## src/rtl/ysyx_23060075_gpr_ctrl.sv

```systemverilog
// GPR write-back arbiter and hazard scoreboard.
// Round-robin shares one RF write port between EXU (wb0) and LSU (wb1);
// busy bits stall issue on RAW/WAW until the pending write commits.
// Ports: clk/rst (sync, active-high); issue_* handshake with hazard check;
// wb0_*/wb1_* write-back requests; gpr_w* registered RF write port;
// pending_cnt = popcount(busy); wb_err sticky unexpected write-back.
module ysyx_23060075_gpr_ctrl #(
  parameter int ADDR_WIDTH = 5,
  parameter int DATA_WIDTH = 32
) (
  input  logic                  clk,
  input  logic                  rst,
  input  logic                  issue_valid,
  output logic                  issue_ready,
  input  logic [ADDR_WIDTH-1:0] issue_rs1,
  input  logic [ADDR_WIDTH-1:0] issue_rs2,
  input  logic [ADDR_WIDTH-1:0] issue_rd,
  input  logic                  issue_rd_wen,
  input  logic                  wb0_valid,
  output logic                  wb0_ready,
  input  logic [ADDR_WIDTH-1:0] wb0_addr,
  input  logic [DATA_WIDTH-1:0] wb0_data,
  input  logic                  wb1_valid,
  output logic                  wb1_ready,
  input  logic [ADDR_WIDTH-1:0] wb1_addr,
  input  logic [DATA_WIDTH-1:0] wb1_data,
  output logic [DATA_WIDTH-1:0] gpr_w,
  output logic [ADDR_WIDTH-1:0] gpr_w_addr,
  output logic                  gpr_w_en,
  output logic [ADDR_WIDTH:0]   pending_cnt,
  output logic                  wb_err
);

  localparam int NREG = 1 << ADDR_WIDTH;
  localparam logic [ADDR_WIDTH:0] CNT_ONE = 1;

  logic [NREG-1:0] busy_q;
  logic [NREG-1:0] busy_d;
  logic [NREG-1:0] set_vec;
  logic [NREG-1:0] clr_vec;

  // 1: wb1 was granted last, so wb0 wins the next contest
  logic last_grant_q;

  logic fire;
  logic set_en;
  logic commit;
  logic cnt_inc;
  logic cnt_dec;
  logic err_set;
  logic grant0;
  logic grant1;

  // Hazard check uses registered busy only
  assign issue_ready = !busy_q[issue_rs1]
                    && !busy_q[issue_rs2]
                    && !(issue_rd_wen && busy_q[issue_rd]);

  assign fire   = issue_valid && issue_ready;
  assign set_en = fire && issue_rd_wen
               && (issue_rd != '0);

  assign commit = gpr_w_en && (gpr_w_addr != '0);

  // set_en implies busy[rd] was clear, so every set is a real 0->1
  assign cnt_inc = set_en;
  // A commit to a clear bit changes nothing in busy
  assign cnt_dec = commit && busy_q[gpr_w_addr];
  assign err_set = commit && !busy_q[gpr_w_addr];

  // Round-robin: on contention, grant whoever did not win last
  always_comb begin
    grant0 = 1'b0;
    grant1 = 1'b0;
    unique case (1'b1)
      (wb0_valid && !wb1_valid): grant0 = 1'b1;
      (wb1_valid && !wb0_valid): grant1 = 1'b1;
      (wb0_valid && wb1_valid): begin
        grant0 = last_grant_q;
        grant1 = !last_grant_q;
      end
      default: ;
    endcase
  end

  assign wb0_ready = grant0;
  assign wb1_ready = grant1;

  // Set is applied after clear so a same-register collision stays busy
  always_comb begin
    set_vec = '0;
    clr_vec = '0;
    if (set_en) set_vec[issue_rd] = 1'b1;
    if (commit) clr_vec[gpr_w_addr] = 1'b1;
    busy_d    = (busy_q & ~clr_vec) | set_vec;
    busy_d[0] = 1'b0;
  end

  always_ff @(posedge clk) begin
    if (rst) begin
      busy_q <= '0;
    end else begin
      busy_q <= busy_d;
    end
  end

  always_ff @(posedge clk) begin
    if (rst) begin
      last_grant_q <= 1'b1;
    end else if (grant0) begin
      last_grant_q <= 1'b0;
    end else if (grant1) begin
      last_grant_q <= 1'b1;
    end
  end

  // Registered write stage: one write per cycle, never back-pressures
  always_ff @(posedge clk) begin
    if (rst) begin
      gpr_w_en   <= 1'b0;
      gpr_w      <= '0;
      gpr_w_addr <= '0;
    end else begin
      gpr_w_en <= grant0 || grant1;
      if (grant0) begin
        gpr_w      <= wb0_data;
        gpr_w_addr <= wb0_addr;
      end else if (grant1) begin
        gpr_w      <= wb1_data;
        gpr_w_addr <= wb1_addr;
      end
    end
  end

  always_ff @(posedge clk) begin
    if (rst) begin
      pending_cnt <= '0;
    end else begin
      unique case ({cnt_inc, cnt_dec})
        2'b10:   pending_cnt <= pending_cnt + CNT_ONE;
        2'b01:   pending_cnt <= pending_cnt - CNT_ONE;
        default: pending_cnt <= pending_cnt;
      endcase
    end
  end

  always_ff @(posedge clk) begin
    if (rst) begin
      wb_err <= 1'b0;
    end else if (err_set) begin
      wb_err <= 1'b1;
    end
  end

endmodule

```

## config.mk

```make
export PLATFORM = sky130hd
export DESIGN_NAME = ysyx_23060075_gpr_ctrl
export DESIGN_NICKNAME = d
export VERILOG_FILES = /design/src/rtl/ysyx_23060075_gpr_ctrl.sv
export SDC_FILE = /design/constraint.sdc
export NUM_CORES = 1
export LEC_CHECK = 0
export CORE_MARGIN = 2
export CORE_UTILIZATION = 45
export CTS_CLUSTER_SIZE = 20
export DETAILED_ROUTE_END_ITERATION = 6
export PLACE_DENSITY = 0.86
export SLEW_MARGIN = 20
export SYNTH_ARGS = -nofsm -noshare
export SYNTH_HDL_FRONTEND = slang
export SYNTH_SLANG_ARGS = --single-unit
```

## constraint.sdc

```tcl
create_clock -name clk -period 6 [get_ports clk]
set_input_delay 1.5 -clock clk [delete_from_list [all_inputs] [get_ports clk]]
set_output_delay 1.5 -clock clk [all_outputs]
set_load 0.01 [all_outputs]
```

==> results of run 1 <==
[Yosys cell counts (all sizes together), types with 9 or more instances]
master	number
o41ai	23
nand2	38
nand3b	19
mux2i	52
nor2	55
o21ai	25
clkbuf	30
a21oi	10
nor2b	22
o31ai	9
a211oi	38
dfxtp	77
buf	18
mux4	23
[logic make-up (layout without fill, tap and decap cells)]
logic type / Yosys count / after routing / synth area share, %
AO/OA/AOI/OAI: 123 / 123 / 18.4
adder cells (fa/ha/maj): 6 / 6 / 1.73
AND/OR/NAND/NOR: 178 / 178 / 19.4
XOR/XNOR: 5 / 5 / 0.919
flip-flops: 77 / 77 / 32.4
multiplexers: 77 / 77 / 22.3
buffers and inverters: 56 / 177 / 4.96
[through the flow]
step	setup WS (ns)	util [%]	power, µW
floorplan	0.930	-	701
global placement	0.374	60.3	838
detailed placement	0.332	60.3	844
CTS	0.344	62.8	1340
global route	0.219	62.8	1390
finish	0.332	62.8	1350
[worst paths after layout]
check | from | endpoint | slack [ns] | cells after the start
worst min-delay path | last_grant_q | last_grant_q | 0.47 | 2
worst min register to register | last_grant_q | last_grant_q | 0.47 | 2
worst max register to register | gpr_w_addr[0] | pending_cnt[5] | 1.68 | 13
worst max-delay path | issue_rs2[1] | issue_ready | 0.33 | 7
[area by class of cell]
class,count,share of cell area [%]
clock buffers,13,2.61
clock inverters,3,1.39
inverters,8,0.463
multi-input cells,389,46.1
flip-flops and latches,77,23.8
well taps,136,2.62
repair buffers,153,23.0
[power groups by stage]
stage	sequential, µW	clock [µW]	combinational [µW]
after detailed placement	572	0	272
after global placement	571	0	267
after global routing	565	526	296
after CTS	561	509	275
final	561	508	276
after floorplan	570	0	131
[registers in the layout, summed over array words and instances, names as in the netlist]
register	flops
busy_q	31
gpr_w	32
last_grant_q	1
gpr_w_en	1
wb_err	1
gpr_w_addr	5
pending_cnt	6
[layer usage]
metal  wire [µm]  part of all wire, %  up-vias
met2        7400                   47      294
met3        1910                   12       58
li1            -                    -     2185
met4         542                  3.4        0
met1        5960                   38     2245
met5           0                    0        -
[placed cells by master, fill, tap and decap left out, drive strengths merged, types with 2 or more instances in the layout]
cell and count:
clkdlybuf4s50 140, dfxtp 77, nor2 55, mux2i 52
a211oi 38, nand2 38, o21ai 25, mux4 23
o41ai 23, nor2b 22, nand3b 19, clkbuf 13
buf 13, a21oi 10, o31ai 9, inv 8
nor3b 8, nor3 8, or3 5, o22ai 5
ha 5, nand2b 4, and3b 4, a21o 4
xor2 4, nand3 3, or3b 3, or2 3
bufinv 3, mux2 2, nor4b 2, and2 2
a2111oi 2
[worst register-to-register path, cell delays in order (launching register included)]
cell and delay, ns:
dfxtp_1 0.83, mux4_2 0.60, nor2b_1 0.15, a21oi_1 0.12
nor4b_1 0.41, and3b_1 0.25, ha_1 0.30, ha_1 0.31
a21o_1 0.18, a21o_1 0.21, a2111oi_0 0.50, a311oi_1 0.13
xor2_1 0.15, nor2_1 0.05
==> flow_summary.yaml, run 1 <==
logic_synthesis:
  ys_seq_area_share_pct: 32.4
  syn-num-nets: 623
  ys_types: 46
  synth_edf_count: 0
  syn_area_per_cell_um2: 9.13
  synth_flop_cell: "dfxtp_1"
  synth.largest_area_cell: "dfxtp_1"
  synth-seq-cells: 77
  synth_warnings: 0
  async_reset_ff_share_pct: 0
  synthCells: 522
  syn_area_um2: 4760
  synth_top_area_share_pct: 32.4
  synth_area_leaders: "dfxtp_1, mux2i_1, mux4_2"
power:
  switchingPower_uw: 351
  power_leakage_uw: 0.00241
  netSwitchingFraction_pct: 26.1
  seqPwrFrac_pct: 41.7
  pwr-share-comb_pct: 20.5
  power.internal_uw: 994
  pwr-share-clk_pct: 37.7
  powerDensity_nw_per_um2: 208
  vdd_ir_drop_max_mv: 0.169
run:
  cap_violations: 0
routing:
  drt-initial-drc-count: 396
  routed_via_density: 6.14
  drt_wl_total_mm: 15.8
  dr.pass1.iters: 6
  vias: 4782
  drc: 0
  ant_nets: 0
  wire_per_inst_um: 20.3
global_route:
  met1_usage_pct: 34.2
  grt_pass1_vias: 4812
  met3_usage_pct: 9.30
  grt_usage_pct: 28.1
  grt-ovfl-total: 0
  grt-busiest-layer: "met2"
  grt_pass1_wl_mm: 25.1
  met2_usage_pct: 45.6
  grt_max_degree: 63
  antenna_found_initial: 0
critical_path:
  crit_path_start_kind: "input pin"
  path_class: "input pin to output pin"
  crit_path_cell_trace: "clkdlybuf4s50_1 -> mux4_2 -> nor3b_1 -> o21ai_0 -> a32o_2 -> a21oi_1 -> clkdlybuf4s50_1"
  arrival_ns: 4.17
  crit_buf_inv: 2
  crit_path_end_kind: "output pin"
  cp.required_ns: 4.50
  cpMostUsedCell: "clkdlybuf4s50_1"
  critPathTopFamily: "buffers and inverters"
  crit_slowest_cell: "clkdlybuf4s50_1"
  max_stage_delay_ns: 0.81
  critPathMaxFanout: 9
timing:
  worst_pin_slew_ns: 0.768
  rsz0062_at_grt: "no"
  fmax_mhz: 176
  finalHoldViolCount: 0
  clock_skew_ns: 0.00951
  fin_hold_ws_ns: 0.472
  finalCritPeriodShare_pct: 94.5
  fin_crit_ns: 5.67
  setup_viol: 0
  fin_tns_setup_ns: 0
  slew_viol_final: 0
  slew_headroom_pct: 48.7
floorplanning:
  row_count: 37
  design.portCount: 143
  core_area_um2: 10300
  die_height_um: 107
  die_area_um2: 11400
  die_w_um: 107
  initial_utilization_pct: 46.1
clocking:
  htreeDepth: 3
  ctsResizeCount: 0
  clock_sinks: 77
  cts_buffer_depth: 2
  cts_tree: "yes"
  post_cts_buffers: 0
  cts_buffers: 9
  hold_buffers: 0
  clockRootBuffer: "clkbuf_8"
  worstSkewPairLatency_ns: 0.36
  clk_pin_slew_ns: 0.08
placement:
  placed_area_um2: 6220
  io_buffers: 142
  dp.cells: 763
  dp_hpwl_mm: 11.2
  place_congestion: 0.969
final_layout:
  regArea_um2: 1540
  design_area_um2: 6480
  nets: 739
  multiInputGateArea_um2: 2990
  num_antenna_cells: 0
  layout-drive-gt1-share_pct: 9.64
  area_growth_pct: 36.1
  fillers: 812
  instances_no_fill: 779
outcome:
  outcome: "completed"
worst_hold_path:
  hp-class: "flop to flop"
No activity file was read; power rests on OpenSTA's default activity.
==> run 2: changes to the inputs <==
Settings changed: ABC_CLOCK_PERIOD_IN_PS from default to 6000.
==> results of run 2 <==
Final layout, timing and power as in run 1 (identical DEF).
==> run 3: changes to the inputs <==
Settings changed: ABC_CLOCK_PERIOD_IN_PS 6000 to 6800, SLEW_MARGIN 20 to default.
Clock period 6 ns to 6.8 ns, I/O delays scaled along.
==> run 3 against run 2 <==
Global-route usage fell by 0.14 points. Routed wire length shrank 1.0%. Critical path type unchanged. Die area unchanged. Non-clock buffer count fell by 5. Hold slack gained 0.020 ns. Largest power group unchanged. Combinational power shrank 13%. Clock skew down 0.0030 ns.
==> flow_summary.yaml, run 3 (synthesized netlist as in run 1, its figures left out) <==
outcome:
  outcome: "completed"
placement:
  dp.cells: 758
  place_congestion: 1.03
  dp_hpwl_mm: 11.3
  io_buffers: 142
routing:
  drc: 0
  drt-initial-drc-count: 545
  dr.pass1.iters: 5
  vias: 4734
  drt_wl_total_mm: 15.6
  wire_per_inst_um: 20.2
  ant_nets: 0
  routed_via_density: 6.12
final_layout:
  layout_commonest_cell: "clkdlybuf4s50_1"
  area_growth_pct: 33.5
  num_antenna_cells: 0
  largest_reg_flops: 32
  instances_no_fill: 774
  largest_register: "gpr_w"
  nets: 734
  layout_common_cells: "clkdlybuf4s50_1, dfxtp_1, nor2_1"
  top_regs: "gpr_w: 32 flops, busy_q: 31 flops, pending_cnt: 6 flops"
  layout-drive-gt1-share_pct: 8.46
floorplanning:
  core_area_um2: 10300
  die_height_um: 107
  die_area_um2: 11400
  design.portCount: 143
  initial_utilization_pct: 46.1
  die_w_um: 107
  row_count: 37
power:
  vdd_ir_drop_max_mv: 0.130
  powerDensity_nw_per_um2: 165
  power_leakage_uw: 0.00234
  p_total_uw: 1050
clocking:
  cts_buffer_depth: 2
  ctsResizeCount: 0
  clock_sinks: 77
  cts_tree: "yes"
  clk_pin_slew_ns: 0.07
  post_cts_buffers: 0
  clockRootBuffer: "clkbuf_8"
  htreeDepth: 3
  worstSkewPairLatency_ns: 0.35
  cts_buffers: 9
  hold_buffers: 0
global_route:
  grt_pass1_wl_mm: 24.8
  grt-ovfl-total: 0
  antenna_found_initial: 0
  grt_pass1_vias: 4758
  grt_max_degree: 83
  grt_usage_pct: 28.0
timing:
  fmax_mhz: 163
  slew_headroom_pct: 44.3
  finalCritPeriodShare_pct: 90.1
  clock_skew_ns: 0.00649
  fin_crit_ns: 6.13
  fin_tns_setup_ns: 0
  worst_pin_slew_ns: 0.835
  fin_hold_ws_ns: 0.492
  rsz0062_at_grt: "no"
  slew_viol_final: 0
  setup_viol: 0
  finalHoldViolCount: 0
critical_path:
  rr_worst_depth: 13
  path_class: "input pin to output pin"
  crit_path_start_kind: "input pin"
  cp.required_ns: 5.10
  critPathMaxFanout: 9
  crit_path_end_kind: "output pin"
  arrival_ns: 4.43
  timing.rr.start: "gpr_w_addr[0]"
  reg2reg_to: "pending_cnt[5]"
  r2r_slack_ns: 2.50
run:
  cap_violations: 0
worst_hold_path:
  hp-class: "flop to flop"
  holdPathStages: 2
  hold_end: "last_grant_q"
  hold_path_startpoint: "last_grant_q"
-- run 3: changes by cell type in the layout (fill, tap and decap cells not counted), sizes merged --
cell,previous run,this run
clkinv,0,1
buf,13,8
clkbuf,13,15
bufinv,3,0
-- run 3: metal layers --
layer | wire [µm] | share of wire, % | track usage [%] | vias to the layer above
met5 | 0 | 0 | 0 | -
met4 | 518 | 3.3 | 12.0 | 0
met3 | 2000 | 13 | 9.36 | 47
met2 | 7310 | 47 | 44.5 | 306
met1 | 5820 | 37 | 34.7 | 2205
li1 | - | - | - | 2176
-- run 3: where the power goes --
part | switching [µW] | internal, µW
clock network | 162 | 153
registers | 22.7 | 472
logic | 112 | 129
-- run 3: how the worst max path moves through the flow --
stage / startpoint / end / slack (ns) / cells past startpoint
4_1_cts: issue_rs1[2] / issue_ready / 0.66 / 8
6_report: issue_rs1[2] / issue_ready / 0.67 / 8
2_1_floorplan: issue_rs1[2] / pending_cnt[5] / 1.53 / 16
5_1_grt: issue_rs1[0] / issue_ready / 0.47 / 8
3_5_place_dp: issue_rs1[2] / pending_cnt[5] / 0.59 / 16
3_3_place_gp: issue_rs1[2] / issue_ready / 0.75 / 8
-- run 3: area by class of cell --
class | count | area, µm²
flip-flops and latches | 77 | 1540
inverters | 8 | 30.0
fillers | 841 | 3970
multi-input cells | 389 | 2990
repair buffers | 148 | 1460
well taps | 136 | 170
clock inverters | 1 | 5.00
clock buffers | 15 | 166
-- run 3: per-stage QoR --
| step | area, µm² | setup slack [ns] | utilization [%] |
|---|---|---|---|
| 6_report | 6360 | 0.672 | 61.6 |
| 4_1_cts | 6360 | 0.662 | 61.6 |
| 3_3_place_gp | 6190 | 0.746 | 59.9 |
| 5_1_grt | 6360 | 0.473 | 61.6 |
| 3_5_place_dp | 6190 | 0.593 | 59.9 |
| 2_1_floorplan | 4760 | 1.53 | - |
-- run 3: worst max-delay path, stage by stage --
cell	delay, ns
clkdlybuf4s50_1	0.72
mux4_2	0.56
mux2_2	0.28
nor3b_1	0.17
a2111oi_0	0.09
a32o_2	0.25
a21oi_1	0.11
clkdlybuf4s50_1	0.55
